### src/rtl/seq_control_unit.sv
// rtl/seq_control_unit.sv - registered opcode decode and multi-cycle sequencing FSM
module seq_control_unit #(
   parameter int OPCODE_WIDTH = 8,
   parameter int MUL_LATENCY  = 2
) (
   input  logic                    CLK,
   input  logic                    RESET,
   input  logic                    INSTR_VALID,
   input  logic [OPCODE_WIDTH-1:0] OPCODE,
   input  logic                    BUSYWAIT,
   output logic [2:0]              ALUOP,
   output logic                    SIGN_CONTROL,
   output logic                    OPERAND_CONTROL,
   output logic [1:0]              BRANCH_CONTROL,
   output logic                    JUMP_CONTROL,
   output logic                    WRITE_ENABLE,
   output logic                    READ_DATA_MEM,
   output logic                    WRITE_DATA_MEM,
   output logic                    PC_STALL,
   output logic                    INSTR_DONE,
   output logic                    ILLEGAL_OP
);

   typedef enum logic [1:0] {IDLE, EXEC, MEM, WB} state_t;

   localparam logic [7:0] OP_LOADI = 8'h00, OP_MOV = 8'h01, OP_ADD = 8'h02, OP_SUB = 8'h03;
   localparam logic [7:0] OP_AND = 8'h04, OP_OR = 8'h05, OP_J = 8'h06, OP_BEQ = 8'h07;
   localparam logic [7:0] OP_LWD = 8'h08, OP_LWI = 8'h09, OP_SWD = 8'h0A, OP_SWI = 8'h0B;
   localparam logic [7:0] OP_MUL = 8'h0C, OP_SHIFT = 8'h0D, OP_BNE = 8'h0E;

   // MUL occupies EXEC for MUL_LATENCY cycles: load N-1 and leave EXEC when it hits zero
   localparam logic [3:0] MUL_INIT = 4'(MUL_LATENCY - 1);

   state_t                  state, state_nxt;
   logic [OPCODE_WIDTH-1:0] opcode_q;
   logic [3:0]              mul_cnt;
   logic                    accept;
   logic                    legal_in, legal_q;
   logic [7:0]              op_in, op_q;
   logic [2:0]              dec_aluop;
   logic                    dec_sign, dec_operand;

   assign accept   = (state == IDLE) && INSTR_VALID;
   assign op_in    = OPCODE[7:0];
   assign op_q     = opcode_q[7:0];
   // Any bit above the low byte makes the opcode illegal regardless of the low byte
   assign legal_in = ((OPCODE >> 8) == '0) && (op_in <= OP_BNE);
   assign legal_q  = ((opcode_q >> 8) == '0) && (op_q <= OP_BNE);

   // Decode the incoming opcode into the values registered at accept
   always_comb begin
      dec_aluop   = 3'b000;
      dec_sign    = 1'b0;
      dec_operand = 1'b0;
      if (legal_in) begin
         case (op_in)
            OP_ADD:   dec_aluop = 3'b001;
            OP_SUB:   begin dec_aluop = 3'b001; dec_sign = 1'b1; end
            OP_AND:   dec_aluop = 3'b010;
            OP_OR:    dec_aluop = 3'b011;
            OP_MUL:   dec_aluop = 3'b100;
            OP_SHIFT: begin dec_aluop = 3'b101; dec_operand = 1'b1; end
            OP_LOADI, OP_LWI, OP_SWI: dec_operand = 1'b1;
            OP_BEQ, OP_BNE: dec_sign = 1'b1;
            default: ;
         endcase
      end
   end

   // Latch opcode and datapath selects on accept; held until the next accept
   always_ff @(posedge CLK or posedge RESET) begin
      if (RESET) begin
         opcode_q        <= '0;
         ALUOP           <= 3'b000;
         SIGN_CONTROL    <= 1'b0;
         OPERAND_CONTROL <= 1'b0;
      end else if (accept) begin
         opcode_q        <= OPCODE;
         ALUOP           <= dec_aluop;
         SIGN_CONTROL    <= dec_sign;
         OPERAND_CONTROL <= dec_operand;
      end
   end

   // Multiply latency down-counter; reloaded on every accept, counts while in EXEC
   always_ff @(posedge CLK or posedge RESET) begin
      if (RESET)
         mul_cnt <= 4'd0;
      else if (accept)
         mul_cnt <= MUL_INIT;
      else if (state == EXEC && mul_cnt != 4'd0)
         mul_cnt <= mul_cnt - 4'd1;
   end

   // State register
   always_ff @(posedge CLK or posedge RESET) begin
      if (RESET)
         state <= IDLE;
      else
         state <= state_nxt;
   end

   // Next-state and strobe decode from state and latched opcode
   always_comb begin
      state_nxt      = state;
      BRANCH_CONTROL = 2'b00;
      JUMP_CONTROL   = 1'b0;
      WRITE_ENABLE   = 1'b0;
      READ_DATA_MEM  = 1'b0;
      WRITE_DATA_MEM = 1'b0;
      INSTR_DONE     = 1'b0;
      ILLEGAL_OP     = 1'b0;
      case (state)
         IDLE: if (INSTR_VALID) state_nxt = EXEC;
         EXEC: begin
            if (!legal_q) begin
               ILLEGAL_OP = 1'b1;
               INSTR_DONE = 1'b1;
               state_nxt  = IDLE;
            end else begin
               case (op_q)
                  OP_MUL: if (mul_cnt == 4'd0) state_nxt = WB;
                  OP_J:   begin JUMP_CONTROL = 1'b1; INSTR_DONE = 1'b1; state_nxt = IDLE; end
                  OP_BEQ: begin BRANCH_CONTROL = 2'b01; INSTR_DONE = 1'b1; state_nxt = IDLE; end
                  OP_BNE: begin BRANCH_CONTROL = 2'b10; INSTR_DONE = 1'b1; state_nxt = IDLE; end
                  OP_LWD, OP_LWI, OP_SWD, OP_SWI: state_nxt = MEM;
                  default: state_nxt = WB;
               endcase
            end
         end
         MEM: begin
            if (op_q == OP_LWD || op_q == OP_LWI) begin
               READ_DATA_MEM = 1'b1;
               if (!BUSYWAIT) state_nxt = WB;
            end else begin
               WRITE_DATA_MEM = 1'b1;
               if (!BUSYWAIT) begin
                  INSTR_DONE = 1'b1;
                  state_nxt  = IDLE;
               end
            end
         end
         WB: begin
            WRITE_ENABLE = 1'b1;
            INSTR_DONE   = 1'b1;
            state_nxt    = IDLE;
         end
         default: state_nxt = IDLE;
      endcase
   end

   assign PC_STALL = (state != IDLE) && !INSTR_DONE;

endmodule

### config.mk
export PLATFORM = sky130hd
export DESIGN_NAME = seq_control_unit
export DESIGN_NICKNAME = d
export VERILOG_FILES = /design/src/rtl/seq_control_unit.sv
export SDC_FILE = /design/constraint.sdc
export NUM_CORES = 1
export LEC_CHECK = 0
export CORE_UTILIZATION = 43
export DETAILED_ROUTE_END_ITERATION = 8
export PLACE_DENSITY = 0.78
export SLEW_MARGIN = 25
export SYNTH_ARGS = -nofsm -noshare
export SYNTH_HDL_FRONTEND = slang
export SYNTH_SLANG_ARGS = --single-unit
### constraint.sdc
create_clock -name CLK -period 1.78 [get_ports CLK]
set_input_delay 0.267 -clock CLK [delete_from_list [all_inputs] [get_ports CLK]]
set_output_delay 0.267 -clock CLK [all_outputs]
set_load 0.05 [all_outputs]
After elaboration in Yosys (flattened, before gate mapping)
Index checks and enable logic that the tools add are counted.
Word-level totals
  bits in registers: 19
  input port bits: 12
  output and inout bits: 14
Operators by class
  reductions and logical operators: 17
  $add $sub $neg: 1
  equality and inequality tests: 24
  mux-type cells: 34
  $lt $le $gt $ge: 2
Operators by type and width (number)
  $eq 8x4->1 const B: 11
  $eq 8x3->1 const B: 5
  $mux 1: 18
  $eq 8x2->1 const B: 2
  $le 8x4->1 const B: 2
  $mux 2: 8
  $pmux 3 s5: 1
  $logic_not 8->1: 1
  $mux 4: 2
  $pmux 2 s4: 1
  $reduce_or 4->1: 2
  $pmux 2 s3: 1
  $reduce_or 3->1: 2
  $eq 2x2->1 const B: 2
  $logic_not 4->1: 1
  $ne 2x2->1 const B: 2
  $ne 4x4->1 const B: 1
  $pmux 2 s2: 1
  $reduce_bool 2->1: 2
  $reduce_bool 4->1: 1
  $sub 4x1->4 const B: 1
  $logic_and 1x1->1: 3
  $mux 3: 1
  $pmux 1 s3: 1
  other kinds (6): 6

Longest topological paths before layout
Gate-level depths: netlist of run 1.
  depth after elaboration: 7
  depth in mapped cells: 6
  mapped depth without buffers: 6

Worst setup path after synthesis of run 1
Ideal clock, no wire load.
  path kind: register to output
  start point: register opcode_q[7] (netlist: op_q[7])
  end point: output port PC_STALL
  path slack: -824 ps
  stages on the path, launching flop included: 5
  arrival time: 2337 ps
  path buffers: 0
  required time: 1513 ps
  path through: dfrtp_1 -> or4_4 -> nor4_1 -> nor2_1 -> o21ai_0
On the way
  cells in the longest elaborated chain, start to end: 7
  elaborated cells between the ends (all ways): 14
  those cells by class: 1 x order compare; 5 x eq/ne; 4 x mux; 4 x reduce/logical
Ends and longest elaborated chain
  from (decl): line 35  | logic [OPCODE_WIDTH-1:0] opcode_q;
  from (signal assigned): line 73  | opcode_q <= '0;
  from (signal assigned): line 78  | opcode_q <= OPCODE;
  branches (longest 4 deep; another with $le 8x4->1)
  $pmux 1 s3 (*): line 113  | case (state)
  $logic_not 1->1 (*): line 152  | assign PC_STALL = (state != IDLE) && !INSTR_DONE;
  $logic_and 1x1->1 (*): line 152
  to (decl): line 19  | output logic PC_STALL,
Mark *: on every way between the ends.

Worst setup path after layout of run 1
  start point: register opcode_q[5] (netlist: op_q[5])
  end point: output port READ_DATA_MEM
On the way
  cells in the longest elaborated chain, start to end: 4
  elaborated cells between the ends (all ways): 5
  those cells by class: 2 x eq/ne; 2 x mux; 1 x reduce/logical
Ends and longest elaborated chain
  $eq 8x4->1: line 132  | if (op_q == OP_LWD || op_q == OP_LWI) begin
  $logic_or 1x1->1 (*): line 132
  $mux 1 (*): line 132
  $mux 1 (*): line 113
  to (decl): line 17  | output logic READ_DATA_MEM,
Mark *: on every way between the ends. The rest lies on a longest branch, timed or not.

==> results.cfg, run 1 <==
[status]
status = finished with violations
failed_checks = negative setup slack

[grt]
met1_usage_pct = 27.8
grt_pass1_wl_mm = 4.63
busiest_layer = met2
grtUsageMet2_pct = 46.2
grt.overflow.total = 0
track_usage_pct = 24.4
grt_start_max_net_pins = 20
grt_pass1_vias = 1047
antenna_found_initial = 0
use_met3_pct = 2.12

[job]
maxCapViolCount = 0

[clocking]
clk_pin_slew_ns = 0.11
cts_root_buffer = clkbuf_4
numClockSinks = 19
clk_latency_ns = 0.30
cts_made_buffers = 3
cts_buffer_depth = 2
ctsHoldBuffers = 0
ctsHtreeMaxLevel = 1
cts_tree = done

[timing]
skew_ns = 0.00266
hold_viol_final = 0
tightest_slew_ns = 0.499
rsz0062_at_grt = true
setup-violations-final = 10
fmax_ghz = 0.413
slew_violations = 0
fin_crit_sh_pct = 136
fin_crit_ns = 2.42
max_slew_margin_pct = 66.7
fin_hold_ws_ns = 0.266
tns_ns = -3.43
fin_ws_ns = -0.642

[worst_setup_path]
worstPathMaxFanout = 2
worstSetupStartpointType = flop
crit_required_ns = 1.51
cpMostUsedCell = or3_4
cp_slowest_cell = or4_4
crit_family = simple AND/OR/NAND/NOR gates
cp-end-kind = primary output
crit_type = reg -> out
path_buf_inv = 2
max_stage_delay_ns = 0.55
path_cells = or4_4, or3_4, or3_4, clkinv_8, buf_12
arrival_ns = 2.15

[pwr]
finalPower_w = 0.00259
p_per_area_nw_per_um2 = 1510
vdd_drop_max_v = 0.000896
power_leakage_nw = 0.786

[placed_design]
post-place-cells = 188
place.gp.congestion = 0.809
dp_hpwl_mm = 2.00
numPortBuffers = 25

[yosys]
ys_ff_latch = 19
syn_area_per_cell_um2 = 8.58
syn_area_um2 = 1020
ys_types = 33
yosysSeqAreaShare_pct = 46.6
netlist_instances = 119
ys_warn_count = 0
synth_nets = 132

[floorplan]
initial_core_util_pct = 45.7
coreArea_um2 = 2230
die_x_um = 50.7
rows = 17
die_h_um = 50.7
die_area_um2 = 2570
io_pins = 26

[final_layout]
syn2layout_area_growth_pct = 68.0
layout_common_cells = nand2_1, buf_4, dfrtp_1, clkdlybuf4s50_1, nor2_1
layout.cells.non_filler = 196
nNetsFinal = 182
drive_gt1_share_pct = 35.7
n_antenna_cell = 0
final_common_cell = nand2_1
final_util_pct = 76.8

[route]
drt_iter0_drc = 28
wl_per_cell_um = 14.5
vias = 1066
ant_nets = 0
drt_wl_total_mm = 2.84
drc = 0
viasPerCell = 5.44
drt_pass1_iterations = 4

[hold_path]
hold_path.class = in -> async
## routing by layer
layer | wire, um | vias up
li1 | - | 509
met1 | 1130 | 514
met2 | 1560 | 35
met3 | 94 | 8
met4 | 55 | 0
met5 | 0 | -
## final timing paths
check,startpoint,endpoint,slack (ns),cells past startpoint
max,op_q[5]$_DFFE_PP0P_,READ_DATA_MEM,-0.64,5
min,RESET,op_q[6]$_DFFE_PP0P_,0.27,3
max reg2reg,op_q[5]$_DFFE_PP0P_,state[0]$_DFFE_PP0P_,-0.24,5
min reg2reg,ALUOP[1]$_DFFE_PP0P_,ALUOP[1]$_DFFE_PP0P_,0.50,2
max in group asynchronous,RESET,op_q[1]$_DFFE_PP0P_,1.31,3
min in group CLK,ALUOP[1]$_DFFE_PP0P_,ALUOP[1]$_DFFE_PP0P_,0.50,2
## registers in the layout, indices dropped and copies added, names as in the netlist
name,cells
OPERAND_CONTROL,1
mul_cnt,4
op_q,8
SIGN_CONTROL,1
state,2
ALUOP,3
## worst reg2reg max path, delay by kind of cell, from the launching register on
kind,cells,cell delay (ns)
AND/OR/NAND/NOR,3,1.27
flip-flops,1,0.40
AO/OA/AOI/OAI,1,0.12
buffers and inverters,1,0.16
## cell families (layout without fill, tap and decap cells)
kind of cell | after synthesis | in the layout | synth area share [%]
flip-flops | 19 | 19 | 46.6
AND/OR/NAND/NOR | 67 | 67 | 31.1
adder cells (fa/ha/maj) | 1 | 1 | 1.23
buffers and inverters | 10 | 59 | 5.15
multiplexers | 1 | 1 | 0.980
AO/OA/AOI/OAI | 18 | 18 | 12.4
XOR/XNOR | 3 | 3 | 2.57
## report_power, final
| group | internal, W | leakage (nW) | switching [W] |
|---|---|---|---|
| Combinational | 0.000773 | 0.524 | 0.000833 |
| Clock | 0.0000838 | 0.0177 | 0.000141 |
| Sequential | 0.000584 | 0.244 | 0.000174 |
## what timing repair did
action,4_1_cts,5_1_grt
endpoints found under the setup margin,10,11
gates resized for setup,13,10
buffers inserted,2,4
pin swaps,4,10
## through the flow
stage | setup slack (ns) | area [um2]
after floorplan | -0.182 | 1090
after global placement | -0.260 | 1560
after detailed placement | -0.288 | 1560
after CTS | -0.620 | 1660
after global routing | -0.684 | 1720
final | -0.642 | 1720
## cell usage after synthesis, drive strengths merged
master    n  area share (%)
a22oi     1            0.74
nand2    33              12
inv       5             1.8
clkbuf    2            0.74
o22a      1            0.98
nor3b     3             2.2
xnor2     1            0.86
nor4      3             1.8
nand2b    1            0.61
o21ai     6             2.9
nor2b     2             1.2
nor2     11             4.0
buf       2             2.2
xor2      2             1.7
or4       1             1.1
a31oi     1            0.61
nor3      3             1.5
and2      2             1.2
o2bb2ai   1            0.86
a21oi     2            0.98
ha        1             1.2
mux2i     1            0.98
dfrtp    19              47
a211oi    2             1.5
or3       2             1.2
nand3     2            0.98
a32oi     1            0.86
clkinv    1            0.37
or4b      1            0.98
nand4     2             1.2
o31a      1            0.98
or3b      1            0.86
a32o      2             2.0
## layout make-up
class	instances	area, um2
clock buffer	3	22.5
inverter	6	35.0
tap	28	35.0
clock inverter	1	5.00
timing repair buffer	49	515
sequential	19	475
multi-input combinational	90	627
fill	155	518
Power figures use the tool's default switching activity.
==> run 2: changes to the inputs <==
CTS_CLUSTER_DIAMETER = 50   (was unset)
==> results of run 2 <==
Same layout as run 1: the final DEF is identical, and so are final timing and power.
